`config.mk`:
```
export PLATFORM = sky130hd
export DESIGN_NAME = rec_frame_ctrl
export DESIGN_NICKNAME = d
export VERILOG_FILES = /design/src/rtl/rec_pkg.sv /design/src/rtl/rec_cnt.sv /design/src/rtl/rec_frame_ctrl.sv
export SDC_FILE = /design/constraint.sdc
export NUM_CORES = 1
export LEC_CHECK = 0
export BUFFER_PORTS_ARGS = -buffer_cell sky130_fd_sc_hd__buf_4
export CAP_MARGIN = 30
export CORE_MARGIN = 3
export CORE_UTILIZATION = 46
export CTS_CLUSTER_DIAMETER = 120
export DETAILED_ROUTE_END_ITERATION = 10
export PLACE_DENSITY = 0.77
export SYNTH_ARGS = -nofsm -noshare
export SYNTH_HDL_FRONTEND = slang
export SYNTH_SLANG_ARGS = --single-unit
```
`constraint.sdc`:
```
create_clock -name clk -period 3.08 [get_ports clk]
set_input_delay 0.308 -clock clk [delete_from_list [all_inputs] [get_ports clk]]
set_output_delay 0.308 -clock clk [all_outputs]
set_load 0.02 [all_outputs]
```
`src/rtl/rec_pkg.sv`:
```
// Shared types and constants for the receive frame controller.
//   rec_state_t : frame FSM states
//   PAR_*       : parity mode encodings for PARITY_MODE
//   SHIFT_*     : shift-register control codes driven on reg_shift
//   CNT_DW      : width of the shared delay/receive down-counter
package rec_pkg;

    typedef enum logic [2:0] {
        IDLE,
        DELAY,
        RECV,
        PARITY,
        DONE
    } rec_state_t;

    localparam int PAR_NONE = 0;
    localparam int PAR_EVEN = 1;
    localparam int PAR_ODD  = 2;

    localparam logic [1:0] SHIFT_HOLD  = 2'b00;
    localparam logic [1:0] SHIFT_RIGHT = 2'b01;

    // Must hold START_DELAY-1 (max 14) and PACKET_SIZE-1 (max 63).
    localparam int CNT_DW = 6;

endpackage

```
`src/rtl/rec_cnt.sv`:
```
// Loadable down-counter with a terminal flag.
//   clk      : clock, all logic on posedge
//   rst      : synchronous active-high reset (count -> 0)
//   load     : load load_val on the next edge (has priority over dec)
//   load_val : value to load
//   dec      : decrement on the next edge; saturates at zero, never wraps
//   term     : high while the count is zero
module rec_cnt
    import rec_pkg::*;
#(
    parameter int W = CNT_DW
) (
    input  logic         clk,
    input  logic         rst,
    input  logic         load,
    input  logic [W-1:0] load_val,
    input  logic         dec,
    output logic         term
);

    logic [W-1:0] cnt_q;
    logic [W-1:0] cnt_d;

    always_comb begin
        cnt_d = cnt_q;
        if (load) begin
            cnt_d = load_val;
        end else if (dec && (cnt_q != '0)) begin
            cnt_d = cnt_q - W'(1);
        end
    end

    always_ff @(posedge clk) begin
        if (rst) begin
            cnt_q <= '0;
        end else begin
            cnt_q <= cnt_d;
        end
    end

    assign term = (cnt_q == '0);

endmodule

```
`src/rtl/rec_frame_ctrl.sv`:
```
// Receive frame controller: gates the bitstream shift register for one frame.
// After rec_sig it waits START_DELAY cycles, shifts PACKET_SIZE data bits,
// optionally samples one parity bit, then pulses frame_done.
//   clk        : sclk, all logic on posedge
//   rst        : synchronous active-high reset
//   rec_sig    : frame start request (level, sampled each edge)
//   bit_in     : serial data bit, same bit the shift register samples
//   reg_shift  : 2'b00 hold, 2'b01 shift
//   reg_ld     : shift-register load enable, equals reg_shift[0]
//   busy       : high in every state except IDLE
//   frame_done : one-cycle pulse in DONE
//   parity_err : registered parity check result, valid from DONE until next start
//   bit_count  : data bits shifted so far in this frame
module rec_frame_ctrl
    import rec_pkg::*;
#(
    parameter int PACKET_SIZE = 8,
    parameter int START_DELAY = 3,
    parameter int PARITY_MODE = 0,
    parameter int CNT_W       = $clog2(PACKET_SIZE + 1)
) (
    input  logic             clk,
    input  logic             rst,
    input  logic             rec_sig,
    input  logic             bit_in,
    output logic [1:0]       reg_shift,
    output logic             reg_ld,
    output logic             busy,
    output logic             frame_done,
    output logic             parity_err,
    output logic [CNT_W-1:0] bit_count
);

    if ((PACKET_SIZE < 1) || (PACKET_SIZE > 64)) begin : g_bad_size
        $error("rec_frame_ctrl: PACKET_SIZE must be in 1..64");
    end
    if ((START_DELAY < 0) || (START_DELAY > 15)) begin : g_bad_delay
        $error("rec_frame_ctrl: START_DELAY must be in 0..15");
    end
    if ((PARITY_MODE < PAR_NONE) || (PARITY_MODE > PAR_ODD)) begin : g_bad_parity
        $error("rec_frame_ctrl: PARITY_MODE must be 0, 1 or 2");
    end

    localparam logic HAS_PAR  = (PARITY_MODE == PAR_EVEN) || (PARITY_MODE == PAR_ODD);
    localparam logic ODD_FLIP = (PARITY_MODE == PAR_ODD);
    localparam logic [CNT_DW-1:0] DLY_LOAD =
        (START_DELAY > 0) ? CNT_DW'(START_DELAY - 1) : '0;
    localparam logic [CNT_DW-1:0] PKT_LOAD = CNT_DW'(PACKET_SIZE - 1);

    rec_state_t       state_q, state_d;
    logic [CNT_W-1:0] bit_cnt_q, bit_cnt_d;
    logic             par_q, par_d;
    logic             perr_q, perr_d;

    logic              cnt_load;
    logic [CNT_DW-1:0] cnt_load_val;
    logic              cnt_dec;
    logic              cnt_term;

    // One counter serves both DELAY and RECV; it is reloaded on each entry.
    rec_cnt #(
        .W (CNT_DW)
    ) u_cnt (
        .clk      (clk),
        .rst      (rst),
        .load     (cnt_load),
        .load_val (cnt_load_val),
        .dec      (cnt_dec),
        .term     (cnt_term)
    );

    always_comb begin
        state_d      = state_q;
        bit_cnt_d    = bit_cnt_q;
        par_d        = par_q;
        perr_d       = perr_q;
        cnt_load     = 1'b0;
        cnt_load_val = DLY_LOAD;
        cnt_dec      = 1'b0;

        case (state_q)
            // DONE accepts a new start exactly like IDLE (back-to-back frames).
            IDLE, DONE: begin
                if (rec_sig) begin
                    bit_cnt_d = '0;
                    par_d     = 1'b0;
                    perr_d    = 1'b0;
                    cnt_load  = 1'b1;
                    if (START_DELAY > 0) begin
                        state_d      = DELAY;
                        cnt_load_val = DLY_LOAD;
                    end else begin
                        state_d      = RECV;
                        cnt_load_val = PKT_LOAD;
                    end
                end else begin
                    state_d = IDLE;
                end
            end
            DELAY: begin
                if (cnt_term) begin
                    state_d      = RECV;
                    cnt_load     = 1'b1;
                    cnt_load_val = PKT_LOAD;
                end else begin
                    cnt_dec = 1'b1;
                end
            end
            RECV: begin
                bit_cnt_d = bit_cnt_q + CNT_W'(1);
                par_d     = par_q ^ bit_in;
                if (cnt_term) begin
                    state_d = HAS_PAR ? PARITY : DONE;
                end else begin
                    cnt_dec = 1'b1;
                end
            end
            PARITY: begin
                perr_d  = par_q ^ bit_in ^ ODD_FLIP;
                state_d = DONE;
            end
            default: begin
                state_d = IDLE;
            end
        endcase
    end

    always_ff @(posedge clk) begin
        if (rst) begin
            state_q   <= IDLE;
            bit_cnt_q <= '0;
            par_q     <= 1'b0;
            perr_q    <= 1'b0;
        end else begin
            state_q   <= state_d;
            bit_cnt_q <= bit_cnt_d;
            par_q     <= par_d;
            perr_q    <= perr_d;
        end
    end

    always_comb begin
        reg_shift = SHIFT_HOLD;
        if (state_q == RECV) begin
            reg_shift = SHIFT_RIGHT;
        end
    end

    assign reg_ld     = reg_shift[0];
    assign busy       = (state_q != IDLE);
    assign frame_done = (state_q == DONE);
    assign parity_err = HAS_PAR ? perr_q : 1'b0;
    assign bit_count  = bit_cnt_q;

endmodule

```
==> results of run 1 <==
-- per-stage QoR --
stage	instance area, sq um	util (%)
floorplan	860.8	-
global placement	914.6	56.14
detailed placement	914.6	56.14
CTS	940.9	57.76
global route	940.9	57.76
finish	940.9	57.76
-- critical path, delay by kind of cell (launching register included) --
kind,cells,cell delay [ns]
DFF,1,0.56
and+or+nand+nor,1,0.53
buffers and inverters,1,0.23
-- placed cells by master, fill, tap and decap left out, types with 3 or more instances in the layout --
cell      instances
clkbuf_4          3
buf_4            10
mux2i_1           4
a21oi_1           5
nor4_1            3
nor3b_1           3
ha_1              3
inv_1             4
nor2_1            7
dfxtp_1          13
nand2_1          12
nand2b_1          6
-- cell type report --
class                   instances  area share (%)
flip-flops and latches         13           27.66
inverters                       4           1.596
clock buffers                   4           2.793
multi-input cells              77           56.78
repair buffers                 10           7.979
well taps                      24           3.191
-- kinds of logic after synthesis --
group	count (synthesis)	synth area share, %
simple gates	48	33.29
other cells	1	0.4375
mux	4	4.672
fa+ha+maj	3	4.380
flops	13	30.37
buf+inv	12	7.736
xor+xnor	3	3.066
compound gates	17	16.06
-- flip-flops by register name, summed over array words and instances, names as in the netlist --
signal and count:
u_cnt.cnt_q 6, state_q 3, bit_count 4
-- worst paths after layout --
check,start,to,slack (ns),depth (start not counted)
setup / recovery,state_q[1],reg_shift[0],1.16,2
hold reg to reg,bit_count[3],bit_count[3],0.48,2
setup reg to reg,state_q[1],u_cnt.cnt_q[3],1.24,4
hold / removal,rst,bit_count[3],0.27,2
-- per-layer routing --
metal	global-route usage, %	share of wire (%)	up-vias
met5	0	0	-
met4	8.531	0.82	0
met3	1.835	6.2	2
met2	25.00	47	25
met1	19.07	46	337
li1	-	-	366
-- power breakdown --
part	switching [mW]	internal, mW	leakage [nW]
Clock	0.0599	0.0502	0.0150
Sequential	0.0752	0.206	0.106
Combinational	0.235	0.190	0.244
Total	0.371	0.447	0.365
==> out/results.txt, run 1 <==
Setup TNS - 0 ns
FILL cells - 153
Wire per inst - 12.86 um
H-tree depth - 1
CTS tree - done
Seq cells post-synth - 13
Overall Power - 0.8177 mW
Ys Warns - 0
Rows - 14
Worst path required time - 2.77 ns
Post-Syn Area - 857.1 sq um
Seq/Total Area, Yosys - 30.36%
Fin cells - 132
Setup ws final - 1.162 ns
Fin Hold WS - 0.2684 ns
Slew headroom - 66.91%
Power per cell area - 869.0 nW/um^2
Post_cts resized - 0
Critical Path End Type - primary output
Critical-path cell list - nor3b_4, buf_4
Main synth FF type - dfxtp_1
Synth top cells by count - dfxtp_1, nand2_1, nor2_1
Count leader, synth - dfxtp_1
Hold Crit Class - primary input to register
GP Congestion - 0.8173
Postcts setup bufs - 0
Clock slew at reported path FFs - 0.09 ns
Die width - 49.17 um
Worst-margin pin slew - 0.4895 ns
Antenna cell count - 0
Register Area - 260.3 sq um
Gate Count Post-Synth - 101
Max Cap Violations - 0
All-Layer GR Usage - 15.24%
Distinct cell type count after synthesis - 40
First-pass GRT wire length - 2925 um
Layout cells sized above 1 - 17.59%
Post-route clock skew - 0.008907 ns
CP max FO - 11
Core footprint - 1629 sq um
Synthesized area per cell - 8.486 sq um
Tcrit/Tclk final - 62.27%
Async set or reset register ratio after synthesis - 0%
Worst Setup Start Kind - register
DRC - 0
Drt pass-1 iters - 4
Dpl cells - 128
Drt via density - 5.530
Post-DP HPWL - 1243 um
Io pins - 14
Clk sink count - 13
TritonCTS Buffers - 3
Routed vias - 730
Worst ir drop on vdd - 0.3928 mV
Post-synth top area share - 30.36%
Critical path class - register to primary output
Multi-input logic area - 534.3 sq um
Clock Latency Late Sink - 0.28 ns
Root buffer cell - clkbuf_4
Layout area overhead - 9.781%
Maximum buffer depth of the clock tree - 2
DRT iter0 DRCs - 15
Worst path max stage delay - 0.56 ns
EDFF count, synth - 0
Die Y-Extent - 49.17 um
# port buffers - 10
Unrepaired setup endpoints after global routing - false
Slowest CP cell - dfxtp_1
Final Slew Violations - 0
Vias in the first global route - 668
Final #Nets - 116
Pin count of the biggest net entering global routing - 15
Critical path arrival - 1.61 ns
Ranking of synthesized cells by area - dfxtp_1, nand2_1, mux2i_1, ha_1, nand2b_1
Count of nets left with antenna violations after detail routing - 0
Pre-CTS setup slack - 1.240 ns
Routed WL - 1697 um
Grt ovf - 0
Leak pwr - 0.3647 nW
# hold bufs at CTS - 0
Setup violators final - 0
FMAX - 0.5214 GHz
Initial core utilization - 52.61%
Die area - 2417 sq um
Fin. Hold Viols - 0
Final Critical Period - 1.918 ns
Area leader, netlist - dfxtp_1
Status - finished clean
Antenna violations before repair - 0
(Power assumes the default switching activity.)
==> inputs of run 2 (changes only) <==
Settings changed: ABC_AREA from default to 1, PLACE_DENSITY 0.77 to 0.78.
Clock period 3.08 ns to 2 ns, I/O delays scaled along.
==> out/results.txt, run 2 <==
Status - finished clean
Sw frac - 48.07%
Clock Latency Late Sink - 0.28 ns
Die area - 2109 sq um
FILL cells - 124
Vias in the first global route - 584
Antenna violations before repair - 0
Maximum buffer depth of the clock tree - 2
Root buffer cell - clkbuf_4
P_sw - 0.6473 mW
Critical path arrival - 1.26 ns
Power per cell area - 1628 nW/um^2
Fin. Hold Viols - 0
# port buffers - 10
Pin count of the biggest net entering global routing - 11
Drt pass-1 iters - 3
Gate Count Post-Synth - 95
CTS tree - done
Worst ir drop on vdd - 0.7168 mV
GR peak layer - met2
FMAX - 0.6857 GHz
Die width - 45.93 um
Main synth FF type - dfxtp_1
Hold Crit Class - primary input to register
Post-route cell area - 827.0 sq um
Routed vias - 620
Layout area overhead - 12.80%
Wire per inst - 11.33 um
Io pins - 14
GP Congestion - 0.7409
Met2 Resource Use GR - 25.00%
Count of nets left with antenna violations after detail routing - 0
EDFF count, synth - 0
Async set or reset register ratio after synthesis - 0%
Seq cells post-synth - 13
Commonest cells after routing, fill and taps aside - nor2_1, dfxtp_1, nand2_1, a21oi_1, buf_4
Leak pwr - 0.3818 nW
Distinct cell type count after synthesis - 23
Largest Register - u_cnt.cnt_q
DRC - 0
Critical Path End Type - primary output
Synth top cells by count - dfxtp_1, nor2_1, a21oi_1, nand2_1
Sequential power share - 31.2%
Drt via density - 5.124
Max Cap Violations - 0
Die Y-Extent - 45.93 um
Final #Nets - 114
Post-synth top area share - 35.49%
Initial core utilization - 52.41%
Clk sink count - 13
Unrepaired setup endpoints after global routing - false
# hold bufs at CTS - 0
Comb power frac - 56.3%
Worst path required time - 1.80 ns
Routed WL - 1371 um
Setup violators final - 0
Synthesized area per cell - 7.718 sq um
Clock slew at reported path FFs - 0.08 ns
Layout cells sized above 1 - 24.53%
Tcrit/Tclk final - 72.92%
Met3 Resource Use GR - 5.929%
Fin Hold WS - 0.1702 ns
Internal power - 0.6993 mW
Worst Setup Start Kind - register
Core footprint - 1399 sq um
H-tree depth - 1
Rows - 13
Final core utilization - 59.12%
Post_cts resized - 0
Seq/Total Area, Yosys - 35.49%
Final Slew Violations - 0
Ranking of synthesized cells by area - dfxtp_1, a21oi_1, nor2_1, nand2_1, ha_1
Dpl cells - 117
Antenna cell count - 0
Clk network pwr share - 12.4%
TritonCTS Buffers - 3
Setup TNS - 0 ns
Critical path class - register to primary output
First-pass GRT wire length - 2511 um
Grt ovf - 0
Pre-CTS setup slack - 0.6596 ns
DRT iter0 DRCs - 10
Postcts setup bufs - 0
Setup ws final - 0.5417 ns
Final Critical Period - 1.458 ns
Post-DP HPWL - 1014 um
Placed Area - 800.8 sq um
Ys Warns - 0
All-Layer GR Usage - 17.28%
Grt met1 use - 21.80%
Fin cells - 121
Max reg flops - 6
CP max FO - 6
Post-Syn Area - 733.2 sq um
Overall Power - 1.347 mW
Post-route clock skew - 0.002749 ns
Area leader, netlist - dfxtp_1
-- run 2: changes by cell type in the layout (fill, tap and decap cells not counted), moves of 3 or more --
cell,change
nand2b_1,-6
inv_2,+4
nand3_1,+5
a21oi_1,+7
mux2i_1,-4
nor2_1,+6
inv_1,+3
-- run 2: layout make-up --
class / count / area [sq um] / share of cell area (%)
multi-input combinational: 68 / 405.4 / 49.02
clock buffer: 4 / 26.28 / 3.177
tap: 15 / 18.77 / 2.269
inverter: 11 / 41.29 / 4.992
timing repair buffer: 10 / 75.07 / 9.077
sequential: 13 / 260.3 / 31.47
-- run 2: worst max-delay path, cell delays in order (launching register included) --
cell and delay (ns):
dfxtp_1 0.33, inv_2 0.11, nand3_2 0.18, inv_1 0.19
buf_4 0.17
-- run 2: logic make-up (layout without fill, tap and decap cells) --
group / count (synthesis) / count (layout) / synth area share, %
other: 1 / 2 / 0.5115
AND/OR/NAND/NOR: 47 / 47 / 37.03
XOR/XNOR: 1 / 1 / 1.195
flip-flops: 13 / 13 / 35.49
adder cells (fa/ha/maj): 3 / 3 / 5.120
AO/OA/AOI/OAI: 15 / 15 / 10.92
buffers and inverters: 15 / 25 / 9.727
-- run 2: power by group through the flow --
stage	Sequential, mW	Combinational (mW)	Clock (mW)
after floorplan	0.416	0.618	0
after global placement	0.422	0.739	0
after detailed placement	0.423	0.762	0
after CTS	0.418	0.765	0.174
after global routing	0.433	0.861	0.190
final	0.420	0.759	0.168
-- run 2: metal layers --
layer,up-vias,wire length [um]
li1,332,-
met1,272,632
met2,12,636
met3,4,69
met4,0,33
met5,-,0
-- run 2: path summary, 6_finish.rpt --
path                            slack, ns  depth (start not counted)              to            from
worst min-delay path                 0.17                          2  u_cnt.cnt_q[0]             rst
worst max-delay path                 0.54                          4          reg_ld      state_q[2]
worst min register to register       0.45                          1      state_q[2]      state_q[2]
worst max register to register       0.64                          9  u_cnt.cnt_q[4]  u_cnt.cnt_q[0]
